--- src/rtl/mem_port_arbiter_if.sv ---
// rtl/mem_port_arbiter_if.sv - requestor-side and memory-side bus bundle for the round-robin memory port arbiter.
interface mem_port_arbiter_if #(
  parameter int NUM_PORTS  = 2,
  parameter int ADDR_WIDTH = 16,
  parameter int LINE_WIDTH = 128
);
  localparam int IDX_WIDTH = (NUM_PORTS > 1) ? $clog2(NUM_PORTS) : 1;

  logic [NUM_PORTS-1:0]            req_read;
  logic [NUM_PORTS-1:0]            req_write;
  logic [NUM_PORTS*ADDR_WIDTH-1:0] req_address;
  logic [NUM_PORTS*LINE_WIDTH-1:0] req_wdata;
  logic [NUM_PORTS-1:0]            req_resp;
  logic [LINE_WIDTH-1:0]           req_rdata;

  logic                            mem_read;
  logic                            mem_write;
  logic [ADDR_WIDTH-1:0]           mem_address;
  logic [LINE_WIDTH-1:0]           mem_wdata;
  logic                            mem_resp;
  logic [LINE_WIDTH-1:0]           mem_rdata;

  logic [IDX_WIDTH-1:0]            grant_idx;

  modport slave (
    input  req_read, req_write, req_address, req_wdata, mem_resp, mem_rdata,
    output req_resp, req_rdata, mem_read, mem_write, mem_address, mem_wdata, grant_idx
  );

  modport master (
    output req_read, req_write, req_address, req_wdata, mem_resp, mem_rdata,
    input  req_resp, req_rdata, mem_read, mem_write, mem_address, mem_wdata, grant_idx
  );
endinterface

--- src/rtl/mem_port_arbiter.sv ---
// rtl/mem_port_arbiter.sv - N-port round-robin arbiter onto one line-burst memory port.
// One transaction in flight: IDLE captures the winner, BUSY waits for mem_resp, DONE pulses resp.
module mem_port_arbiter #(
  parameter int NUM_PORTS  = 2,
  parameter int ADDR_WIDTH = 16,
  parameter int LINE_WIDTH = 128,
  localparam int IDX_WIDTH = (NUM_PORTS > 1) ? $clog2(NUM_PORTS) : 1
) (
  input logic               clk,
  input logic               reset_n,
  mem_port_arbiter_if.slave bus
);

  typedef enum logic [1:0] {
    IDLE = 2'd0,
    BUSY = 2'd1,
    DONE = 2'd2
  } state_t;

  state_t                 state;
  state_t                 state_next;

  logic [IDX_WIDTH-1:0]   last_grant;
  logic [IDX_WIDTH-1:0]   grant_q;
  logic [ADDR_WIDTH-1:0]  addr_q;
  logic [LINE_WIDTH-1:0]  wdata_q;
  logic                   write_q;
  logic [LINE_WIDTH-1:0]  rdata_q;

  logic [NUM_PORTS-1:0]   requesting;
  logic                   sel_found;
  logic [IDX_WIDTH-1:0]   sel_idx;
  logic [IDX_WIDTH-1:0]   cand;
  logic [ADDR_WIDTH-1:0]  sel_addr;
  logic [LINE_WIDTH-1:0]  sel_wdata;
  logic                   sel_write;
  logic [NUM_PORTS-1:0]   resp;

  assign requesting = bus.req_read | bus.req_write;

  // Scan starts just past the last served port, so the previous winner is checked last.
  always_comb begin
    sel_found = 1'b0;
    sel_idx   = '0;
    cand      = '0;
    for (int k = 1; k <= NUM_PORTS; k++) begin
      cand = IDX_WIDTH'((int'(last_grant) + k) % NUM_PORTS);
      if (!sel_found && requesting[cand]) begin
        sel_found = 1'b1;
        sel_idx   = cand;
      end
    end
  end

  always_comb begin
    sel_addr  = bus.req_address[sel_idx*ADDR_WIDTH +: ADDR_WIDTH];
    sel_wdata = bus.req_wdata[sel_idx*LINE_WIDTH +: LINE_WIDTH];
    sel_write = bus.req_write[sel_idx];
  end

  always_ff @(posedge clk or negedge reset_n) begin
    if (!reset_n) begin
      state <= IDLE;
    end else begin
      state <= state_next;
    end
  end

  always_comb begin
    state_next = state;
    case (state)
      IDLE:    if (sel_found) state_next = BUSY;
      BUSY:    if (bus.mem_resp) state_next = DONE;
      DONE:    state_next = IDLE;
      default: state_next = IDLE;
    endcase
  end

  always_ff @(posedge clk or negedge reset_n) begin
    if (!reset_n) begin
      last_grant <= IDX_WIDTH'(NUM_PORTS - 1);
      grant_q    <= '0;
      addr_q     <= '0;
      wdata_q    <= '0;
      write_q    <= 1'b0;
      rdata_q    <= '0;
    end else begin
      case (state)
        IDLE: begin
          if (sel_found) begin
            grant_q <= sel_idx;
            addr_q  <= sel_addr;
            wdata_q <= sel_wdata;
            write_q <= sel_write;
          end
        end
        BUSY: begin
          if (bus.mem_resp) rdata_q <= bus.mem_rdata;
        end
        DONE: begin
          last_grant <= grant_q;
        end
        default: ;
      endcase
    end
  end

  always_comb begin
    resp = '0;
    if (state == DONE) resp[grant_q] = 1'b1;
  end

  // Strobes decode straight from state so an async reset drops them without a clock edge.
  assign bus.mem_read    = (state == BUSY) && !write_q;
  assign bus.mem_write   = (state == BUSY) && write_q;
  assign bus.mem_address = addr_q;
  assign bus.mem_wdata   = wdata_q;
  assign bus.req_resp    = resp;
  assign bus.req_rdata   = rdata_q;
  assign bus.grant_idx   = grant_q;

endmodule

--- src/flat_wrapper.sv ---
// flat-port wrapper written by rule: the top's interface ports become plain ports
module mem_port_arbiter_flat 
#(
  parameter int NUM_PORTS  = 2,
  parameter int ADDR_WIDTH = 16,
  parameter int LINE_WIDTH = 128,
  localparam int IDX_WIDTH = (NUM_PORTS > 1) ? $clog2(NUM_PORTS) : 1
)
  (clk, reset_n, bus_req_read, bus_req_write, bus_req_address, bus_req_wdata, bus_mem_resp, bus_mem_rdata, bus_req_resp, bus_req_rdata, bus_mem_read, bus_mem_write, bus_mem_address, bus_mem_wdata, bus_grant_idx);
  mem_port_arbiter_if #(.NUM_PORTS(NUM_PORTS), .ADDR_WIDTH(ADDR_WIDTH), .LINE_WIDTH(LINE_WIDTH)) bus_i ();
  input logic clk;
  input logic reset_n;
  input wire logic [$bits(bus_i.req_read)-1:0] bus_req_read;
  input wire logic [$bits(bus_i.req_write)-1:0] bus_req_write;
  input wire logic [$bits(bus_i.req_address)-1:0] bus_req_address;
  input wire logic [$bits(bus_i.req_wdata)-1:0] bus_req_wdata;
  input wire logic [$bits(bus_i.mem_resp)-1:0] bus_mem_resp;
  input wire logic [$bits(bus_i.mem_rdata)-1:0] bus_mem_rdata;
  output wire logic [$bits(bus_i.req_resp)-1:0] bus_req_resp;
  output wire logic [$bits(bus_i.req_rdata)-1:0] bus_req_rdata;
  output wire logic [$bits(bus_i.mem_read)-1:0] bus_mem_read;
  output wire logic [$bits(bus_i.mem_write)-1:0] bus_mem_write;
  output wire logic [$bits(bus_i.mem_address)-1:0] bus_mem_address;
  output wire logic [$bits(bus_i.mem_wdata)-1:0] bus_mem_wdata;
  output wire logic [$bits(bus_i.grant_idx)-1:0] bus_grant_idx;
  assign bus_i.req_read = bus_req_read;
  assign bus_i.req_write = bus_req_write;
  assign bus_i.req_address = bus_req_address;
  assign bus_i.req_wdata = bus_req_wdata;
  assign bus_i.mem_resp = bus_mem_resp;
  assign bus_i.mem_rdata = bus_mem_rdata;
  assign bus_req_resp = bus_i.req_resp;
  assign bus_req_rdata = bus_i.req_rdata;
  assign bus_mem_read = bus_i.mem_read;
  assign bus_mem_write = bus_i.mem_write;
  assign bus_mem_address = bus_i.mem_address;
  assign bus_mem_wdata = bus_i.mem_wdata;
  assign bus_grant_idx = bus_i.grant_idx;
  mem_port_arbiter #(.NUM_PORTS(NUM_PORTS), .ADDR_WIDTH(ADDR_WIDTH), .LINE_WIDTH(LINE_WIDTH)) u_core (.clk(clk), .reset_n(reset_n), .bus(bus_i));
endmodule
--- config.mk ---
export PLATFORM = sky130hd
export DESIGN_NAME = mem_port_arbiter_flat
export DESIGN_NICKNAME = d
export VERILOG_FILES = /design/src/rtl/mem_port_arbiter_if.sv /design/src/rtl/mem_port_arbiter.sv /design/src/flat_wrapper.sv
export SDC_FILE = /design/constraint.sdc
export NUM_CORES = 1
export LEC_CHECK = 0
export CAP_MARGIN = 5
export CORE_AREA = 5 5 269 271
export DETAILED_ROUTE_END_ITERATION = 6
export DIE_AREA = 0 0 274 276
export HOLD_SLACK_MARGIN = 0.08
export SETUP_SLACK_MARGIN = 0.05
export SYNTH_ARGS = -nofsm -noshare
export SYNTH_HDL_FRONTEND = slang
export SYNTH_SLANG_ARGS = --single-unit
--- constraint.sdc ---
create_clock -name clk -period 2.4 [get_ports clk]
set_input_delay 0.72 -clock clk [delete_from_list [all_inputs] [get_ports clk]]
set_output_delay 0.72 -clock clk [all_outputs]
set_load 0.02 [all_outputs]
==> Flow_metrics.wiki, run 1 <==
{| class="wikitable"
! Metric !! Value
|-
| First-pass GRT wire length || 90.9 mm
|-
| First-pass DRT Iterations || 5
|-
| Start-to-end type of the worst setup path || reg -> out
|-
| Cells after Synth || 1305
|-
| Share of the synthesized area in compound gates (AO/OA/AOI/OAI) || 32.2%
|-
| Vias per std cell || 4.59
|-
| Data arrival time at the worst-slack endpoint || 1.57 ns
|-
| Number of I/O pins || 700
|-
| Via count of the first global-routing pass || 14500
|-
| Fraction of synthesized area in multiplexers || 10.7%
|-
| Final core occ || 33.4%
|-
| Synthesis-to-finish area growth || 71.1%
|-
| Setup slack of the critical path after layout || 0.105 ns
|-
| Post-route DRC || 0
|-
| Max-Cap Viols || 0
|-
| Reg2Reg Launch Point || u_core.state[0]$_DFFE_PN0P_
|-
| Initial core utilization || 19.5%
|-
| Longest Clk Path Bufs || 3
|-
| Final number of setup-violating endpoints || 0
|-
| Setup slack of the most critical reg-to-reg path || 0.72 ns
|-
| Pwr/cell area || 1270 nW/um2
|-
| Max Fanout on Critical Path || 2
|-
| Achievable Freq || 0.436 GHz
|-
| Hpwl dp || 47.3 mm
|-
| Time the final worst path needs with I/O delays and setup || 2.29 ns
|-
| Clock skew after layout || 0.0316 ns
|-
| CTS H-Tree Depth || 2
|-
| Number of nets with antenna violations after detailed routing || 0
|-
| # rows || 97
|-
| Data required time at the worst endpoint || 1.68 ns
|-
| Unique cell type count in the Yosys netlist || 22
|-
| Average cell area after synthesis || 10.4 um2
|-
| Flop and latch count out of synthesis || 277
|-
| Hold Path End || u_core.bus.req_rdata[58]$_DFFE_PN0P_
|-
| Post-synthesis net count || 1728
|-
| Max_slew headroom || 62.1%
|-
| Min-delay src || u_core.bus.req_rdata[58]$_DFFE_PN0P_
|-
| Area of the mapped netlist || 13600 um2
|-
| Fraction of synthesized cell area in xor and xnor cells || 0%
|-
| Clock-pin slew on the worst setup and hold paths || 0.06 ns
|-
| Slowest stage cell on the critical path || sky130_fd_sc_hd__clkdlybuf4s50_1
|-
| Cts bufs inserted || 34
|-
| Combinational family with the most area after synthesis || compound AO/OA/AOI/OAI gates
|-
| Delay contributed by the slowest stage of the critical path || 0.67 ns
|-
| Area of all placed cells without fillers || 23200 um2
|-
| Overall via count from detail_route || 13600
|-
| Floorplan Core Area || 69500 um2
|-
| Total Wirelength || 61.5 mm
|-
| Initial antenna violation count || 14
|-
| Number of buffers inserted to repair setup after CTS || 0
|-
| Placement Setup Slack || -0.101 ns
|-
| Final estimated routing congestion in global placement || 0.865
|-
| Register-to-Register Path Depth || 5
|-
| Largest cells by area after synthesis || sky130_fd_sc_hd__dfrtp_1 51%, sky130_fd_sc_hd__mux2_2 11%, sky130_fd_sc_hd__a21oi_1 11%, sky130_fd_sc_hd__o21ai_0 11%, sky130_fd_sc_hd__o211a_1 11%
|-
| Worst VDD drop || 0.863 mV
|-
| Fraction of layout instances using a drive strength above 1 || 14.9%
|-
| Setup TNS || 0 ns
|-
| Clock latency at the later pin of the worst-skew pair || 0.55 ns
|-
| Number of instances on the worst hold path || 1
|-
| Unrepaired setup endpoints after global routing || false
|-
| Path type of the worst min-delay path || reg -> reg
|-
| X dimension of the die || 274 um
|-
| Clock sink count || 277
|-
| Placed standard-cell area || 22100 um2
|-
| YS warnings || 0
|-
| Share of the clock period used by the worst path || 95.6%
|-
| Destination of the worst register-to-register timing path || u_core.bus.req_rdata[7]$_DFFE_PN0P_
|-
| Floorplan die area || 75600 um2
|-
| Critical path launch point type || register
|-
| Number of slew-limit violations in the final report || 0
|-
| Number of buffer and inverter stages on the critical path || 1
|-
| Clk root buf || sky130_fd_sc_hd__clkbuf_16
|-
| Worst path top cell family by delay || buffers and inverters
|-
| Synth area leader || sky130_fd_sc_hd__dfrtp_1
|-
| Simple-Gate Fraction of Synth Area || 0.618%
|-
| Total GRT Usage || 15.3%
|-
| Post-layout net count || 2411
|-
| Wire per inst || 20.8 um
|-
| Adder-cell area share of the yosys netlist || 0%
|-
| Sequential area share after synthesis || 51.1%
|-
| Worst Setup End Kind || output port
|-
| Run status || finished, final reports clean
|-
| Leakage || 0.0100 uW
|-
| Port Buffer Count || 699
|-
| Critical path cell sequence || clkdlybuf4s50_1
|-
| Die Height || 276 um
|-
| Pin count of the biggest net entering global routing || 99
|-
| Remaining Overflow, GRT || 0
|-
| Minimum hold slack || 0.502 ns
|-
| Area fraction of the dominant cell type after synthesis || 50.9%
|-
| Final-report hold violation count || 0
|-
| Tightest Pin Transition || 0.569 ns
|-
| Number of DRC markers after the initial detailed-route iteration || 766
|-
| Clock tree from TritonCTS || yes
|}
layout make-up:
cell class              instances  area (um2)
diodes                          5        12.5
clock buffers                  48         963
clock inverters                11         124
fillers                      7028       46300
inverters                       1        3.75
multi-input cells             870        5930
flip-flops and latches        277        6930
well taps                     940        1180
repair buffers                804        8070
layer usage:
| layer | part of all wire (%) | up-vias | global-route usage [%] |
|---|---|---|---|
| li1 | - | 6204 | - |
| met1 | 37 | 6624 | 17.0 |
| met2 | 49 | 609 | 26.5 |
| met3 | 10 | 114 | 5.98 |
| met4 | 3.6 | 8 | 5.54 |
| met5 | 0.089 | - | 0 |
how the worst max path moves through the flow:
stage	from	depth (start not counted)	end	slack, ns
final	u_core.bus.mem_address[2]$_DFFE_PN0P_	1	bus_mem_address[2]	0.11
after global routing	u_core.bus.mem_wdata[98]$_DFFE_PN0P_	1	bus_mem_wdata[98]	0.04
after CTS	u_core.bus.mem_address[2]$_DFFE_PN0P_	1	bus_mem_address[2]	0.05
after detailed placement	bus_req_write[0]	6	u_core.bus.mem_wdata[48]$_DFFE_PN0P_	-0.10
after global placement	bus_req_write[0]	6	u_core.bus.mem_wdata[13]$_DFFE_PN0P_	-0.04
after floorplan	bus_req_write[1]	7	u_core.bus.mem_wdata[117]$_DFFE_PN0P_	0.27
cells in the mapped netlist, drive strengths merged:
cell type and count:
clkbuf 112, or4 1, o21ai 289, dfrtp 276, nor2 6, nand2 1
a21bo 1, nor2b 1, o211a 144, buf 45, a21oi 289, o21a 1
mux2 129, dfstp 1, a21o 1, nand2b 3, inv 1, and2 2
and3b 1, o31ai 1
report_power, final:
part	switching (uW)	leakage [uW]	internal, uW
Combinational	8160	0.00630	7770
Sequential	1480	0.00318	7110
Clock	2140	0.000539	2940
cells by family after synthesis:
logic type,after synthesis
AO/OA/AOI/OAI,726
buffers and inverters,158
flip-flops,277
multiplexers,129
AND/OR/NAND/NOR,15
registers in the layout, indices dropped and copies added (netlist names):
name and cells:
u_core.write_q 1, u_core.last_grant 1, u_core.bus.req_rdata 128, u_core.bus.mem_address 16, u_core.bus.grant_idx 1, u_core.state 2, u_core.bus.mem_wdata 128
per-stage QoR:
stage	instances	power, uW
global placement	2891	24500
finish	2956	29600
floorplan	1305	16500
detailed placement	2891	24800
CTS	2951	30000
global route	2955	31400
cell usage in the layout, fill, tap and decap left out, drive strengths merged:
cell,n
o31ai,1
nand2b,3
clkbuf,48
dlymetal6s2s,18
and2,2
buf,110
and3b,1
a21bo,1
dlygate4sd2,17
diode,5
bufinv,1
o21ai,289
clkdlybuf4s15,1
nor2b,1
mux2,129
o211a,144
dfrtp,276
nor2,6
nand2,1
inv,3
dlygate4sd3,1
or4,1
a21o,1
a21oi,289
clkdlybuf4s50,657
o21a,1
dfstp,1
clkinv,8
repair_timing:
| item | in CTS | in global routing |
|---|---|---|
| endpoints found under the hold margin | 5 | 0 |
| resized for setup | 31 | 22 |
| setup endpoints to repair | 21 | 21 |
| hold buffers | 1 | 0 |
(Power assumes the default switching activity.)
==> run 2, diff against run 1 <==
Settings changed: ABC_CLOCK_PERIOD_IN_PS from default to 2400.
==> results of run 2 <==
The final DEF is identical to that of run 1; final timing and power are the same.
==> run 3, diff against run 2 <==
--- a/config.mk
+++ b/config.mk
@@ -13,2 +13,3 @@
 export HOLD_SLACK_MARGIN = 0.08
+export MAX_ROUTING_LAYER = met4
 export SETUP_SLACK_MARGIN = 0.05
==> constraint.sdc (replaced) <==
create_clock -name clk -period 2.4 [get_ports clk]
set_input_delay 0.24 -clock clk [delete_from_list [all_inputs] [get_ports clk]]
set_output_delay 0.24 -clock clk [all_outputs]
set_load 0.02 [all_outputs]
==> run 3 against run 2 <==
First-iteration DRC count grew 22%. Clock skew shrank 0.020 ns. Critical path type unchanged. Maximum frequency grew 4.3%. Critical endpoint is now bus_req_resp[1]. Global-route usage grew 0.48 points. Largest power group unchanged. Highest routed layer is now met4.
==> Flow_metrics.wiki, run 3 (synthesis gave the netlist of run 1 again) <==
{| class="wikitable"
! Metric !! Value
|-
| Leakage || 0.00975 uW (was 0.0100 uW)
|-
| Run status || finished, final reports clean (unchanged)
|-
| First-pass GRT wire length || 91.0 mm (was 90.9 mm)
|-
| Critical path launch point type || register (unchanged)
|-
| Number of slew-limit violations in the final report || 0 (unchanged)
|-
| Via count of the first global-routing pass || 14300 (was 14500)
|-
| CTS H-Tree Depth || 2 (unchanged)
|-
| Max_slew headroom || 42.2% (was 62.1%)
|-
| Number of buffers inserted to repair setup after CTS || 0 (unchanged)
|-
| Area of the multi-input gates || 5930 um2 (about the same)
|-
| Hpwl dp || 46.8 mm (was 47.3 mm)
|-
| Pin count of the biggest net entering global routing || 88 (was 99)
|-
| Footprint of the flip-flops and latches || 6930 um2 (unchanged)
|-
| Worst path top cell family by delay || buffers and inverters (unchanged)
|-
| Port Buffer Count || 699 (unchanged)
|-
| Clock skew after layout || 0.0120 ns (was 0.0316 ns)
|-
| Number of I/O pins || 700 (unchanged)
|-
| Floorplan die area || 75600 um2 (unchanged)
|-
| Max-Cap Viols || 0 (unchanged)
|-
| Share of the clock period used by the worst path || 91.7% (was 95.6%)
|-
| # rows || 97 (unchanged)
|-
| First-pass DRT Iterations || 6 (was 5)
|-
| Clk root buf || sky130_fd_sc_hd__clkbuf_16 (unchanged)
|-
| Worst VDD drop || 0.898 mV (was 0.863 mV)
|-
| Critical path cell sequence || nand2b_1 > nor2_1 > clkdlybuf4s50_1 (was clkdlybuf4s50_1)
|-
| Start-to-end type of the worst setup path || reg -> out (unchanged)
|-
| Total Wirelength || 61.6 mm (was 61.5 mm)
|-
| Longest Clk Path Bufs || 3 (unchanged)
|-
| Tightest Pin Transition || 0.868 ns (was 0.569 ns)
|-
| Overall via count from detail_route || 13500 (was 13600)
|-
| Data arrival time at the worst-slack endpoint || 1.96 ns (was 1.57 ns)
|-
| Worst Setup End Kind || output port (unchanged)
|-
| Wire per inst || 21.0 um (was 20.8 um)
|-
| Initial core utilization || 19.5% (unchanged)
|-
| Leading cell type in the layout, fill and taps excluded || sky130_fd_sc_hd__clkdlybuf4s50_1 (unchanged)
|-
| Final number of setup-violating endpoints || 0 (unchanged)
|-
| Post-layout net count || 2385 (was 2411)
|-
| Filler instances || 7004 (was 7028)
|-
| Count of hold-fix buffers inserted at cts || 1 (unchanged)
|-
| Synthesis-to-finish area growth || 70.2% (was 71.1%)
|-
| Delay contributed by the slowest stage of the critical path || 0.67 ns (about the same)
|-
| Achievable Freq || 0.454 GHz (was 0.436 GHz)
|-
| Clock-pin slew on the worst setup and hold paths || 0.06 ns (about the same)
|-
| Final-report hold violation count || 0 (unchanged)
|-
| Most frequent cells in the layout || 696 x sky130_fd_sc_hd__clkdlybuf4s50_1, 289 x sky130_fd_sc_hd__o21ai_0, 289 x sky130_fd_sc_hd__a21oi_1 (was 657 x sky130_fd_sc_hd__clkdlybuf4s50_1, 289 x sky130_fd_sc_hd__o21ai_0, 289 x sky130_fd_sc_hd__a21oi_1)
|-
| Number of nets with antenna violations after detailed routing || 0 (unchanged)
|-
| Unrepaired setup endpoints after global routing || false (unchanged)
|-
| Time the final worst path needs with I/O delays and setup || 2.20 ns (was 2.29 ns)
|-
| Filler-free cell count of the finished design || 2935 (was 2956)
|-
| Number of DRC markers after the initial detailed-route iteration || 937 (was 766)
|-
| Routing layer with the top usage in global route || met2 (unchanged)
|-
| GRT met3 Usage || 5.60% (was 5.98%)
|-
| Global routing met2 resource utilization || 26.0% (was 26.5%)
|-
| Count of placed standard cells including taps || 2864 (was 2891)
|-
| Fraction of layout instances using a drive strength above 1 || 13.4% (was 14.9%)
|-
| Setup TNS || 0 ns (unchanged)
|-
| Clock sink count || 277 (unchanged)
|-
| Cts bufs inserted || 35 (was 34)
|-
| Vias per std cell || 4.61 (was 4.59)
|-
| Post-route DRC || 0 (unchanged)
|-
| Max Fanout on Critical Path || 4 (was 2)
|-
| Remaining Overflow, GRT || 0 (unchanged)
|-
| Slowest stage cell on the critical path || sky130_fd_sc_hd__clkdlybuf4s50_1 (unchanged)
|-
| Total GRT Usage || 15.7% (was 15.3%)
|-
| Post-cts repair resize count || 0 (was 31)
|-
| Floorplan Core Area || 69500 um2 (unchanged)
|-
| Die Height || 276 um (unchanged)
|-
| Number of buffer and inverter stages on the critical path || 1 (unchanged)
|-
| Met1 routing resource usage after global routing || 17.2% (was 17.0%)
|-
| Path type of the worst min-delay path || in -> reg (was reg -> reg)
|-
| Clock tree from TritonCTS || yes (unchanged)
|-
| Final estimated routing congestion in global placement || 0.884 (was 0.865)
|-
| Clock latency at the later pin of the worst-skew pair || 0.54 ns (was 0.55 ns)
|-
| X dimension of the die || 274 um (unchanged)
|-
| Initial antenna violation count || 13 (was 14)
|-
| Pwr/cell area || 1290 nW/um2 (was 1270 nW/um2)
|-
| Data required time at the worst endpoint || 2.16 ns (was 1.68 ns)
|}
==> run 3: final cells by class <==
class / instances / share of cell area, %
diodes: 10 / 0.108
clock inverters: 7 / 0.434
inverters: 1 / 0.0163
multi-input cells: 870 / 25.7
clock buffers: 53 / 4.44
well taps: 940 / 5.09
flip-flops and latches: 277 / 30.0
repair buffers: 777 / 34.2
==> run 3: where the power goes <==
| group | switching, uW | internal (uW) |
|---|---|---|
| Sequential | 1480 | 7110 |
| Combinational | 8150 | 7780 |
| Clock | 2080 | 3160 |
==> run 3: path summary, 6_finish.rpt <==
check                      slack [ns]  depth (start not counted)                                     to                                 start
min                              0.22                          4  u_core.bus.mem_address[3]$_DFFE_PN0P_                      bus_req_write[1]
max in group asynchronous        1.30                          3   u_core.bus.mem_wdata[52]$_DFFE_PN0P_                               reset_n
min reg2reg                      0.50                          1   u_core.bus.req_rdata[77]$_DFFE_PN0P_  u_core.bus.req_rdata[77]$_DFFE_PN0P_
max                              0.20                          3                        bus_req_resp[1]           u_core.state[0]$_DFFE_PN0P_
max reg2reg                      0.51                          4  u_core.bus.req_rdata[111]$_DFFE_PN0P_           u_core.state[0]$_DFFE_PN0P_
min in group asynchronous        0.35                          2   u_core.bus.mem_wdata[28]$_DFFE_PN0P_                               reset_n
==> run 3: routing by layer <==
layer  vias to the layer above  share of wire (%)
li1                       6151                  -
met1                      6612                 38
met2                       667                 49
met3                       107                9.7
met4                         0                3.9
met5                         -                  0
==> run 3: through the flow <==
| stage | hold WS, ns | setup slack [ns] | instance area (um2) | total power, uW | utilization [%] |
|---|---|---|---|---|---|
| finish | 0.220 | 0.200 | 23100 | 29700 | 33.2 |
| global placement | 0.302 | 0.330 | 21900 | 24400 | 31.5 |
| global route | 0.213 | 0.124 | 23100 | 31500 | 33.2 |
| detailed placement | 0.309 | 0.254 | 21900 | 24700 | 31.5 |
| CTS | 0.165 | 0.134 | 23100 | 30100 | 33.2 |
| floorplan | -0.0556 | 0.670 | 13600 | 16500 | - |
==> run 3: worst min-delay path, cell delays in order <==
cell,delay [ns]
sky130_fd_sc_hd__buf_4,0.13
sky130_fd_sc_hd__nor2_4,0.10
sky130_fd_sc_hd__o21ai_0,0.17
sky130_fd_sc_hd__a21oi_1,0.06
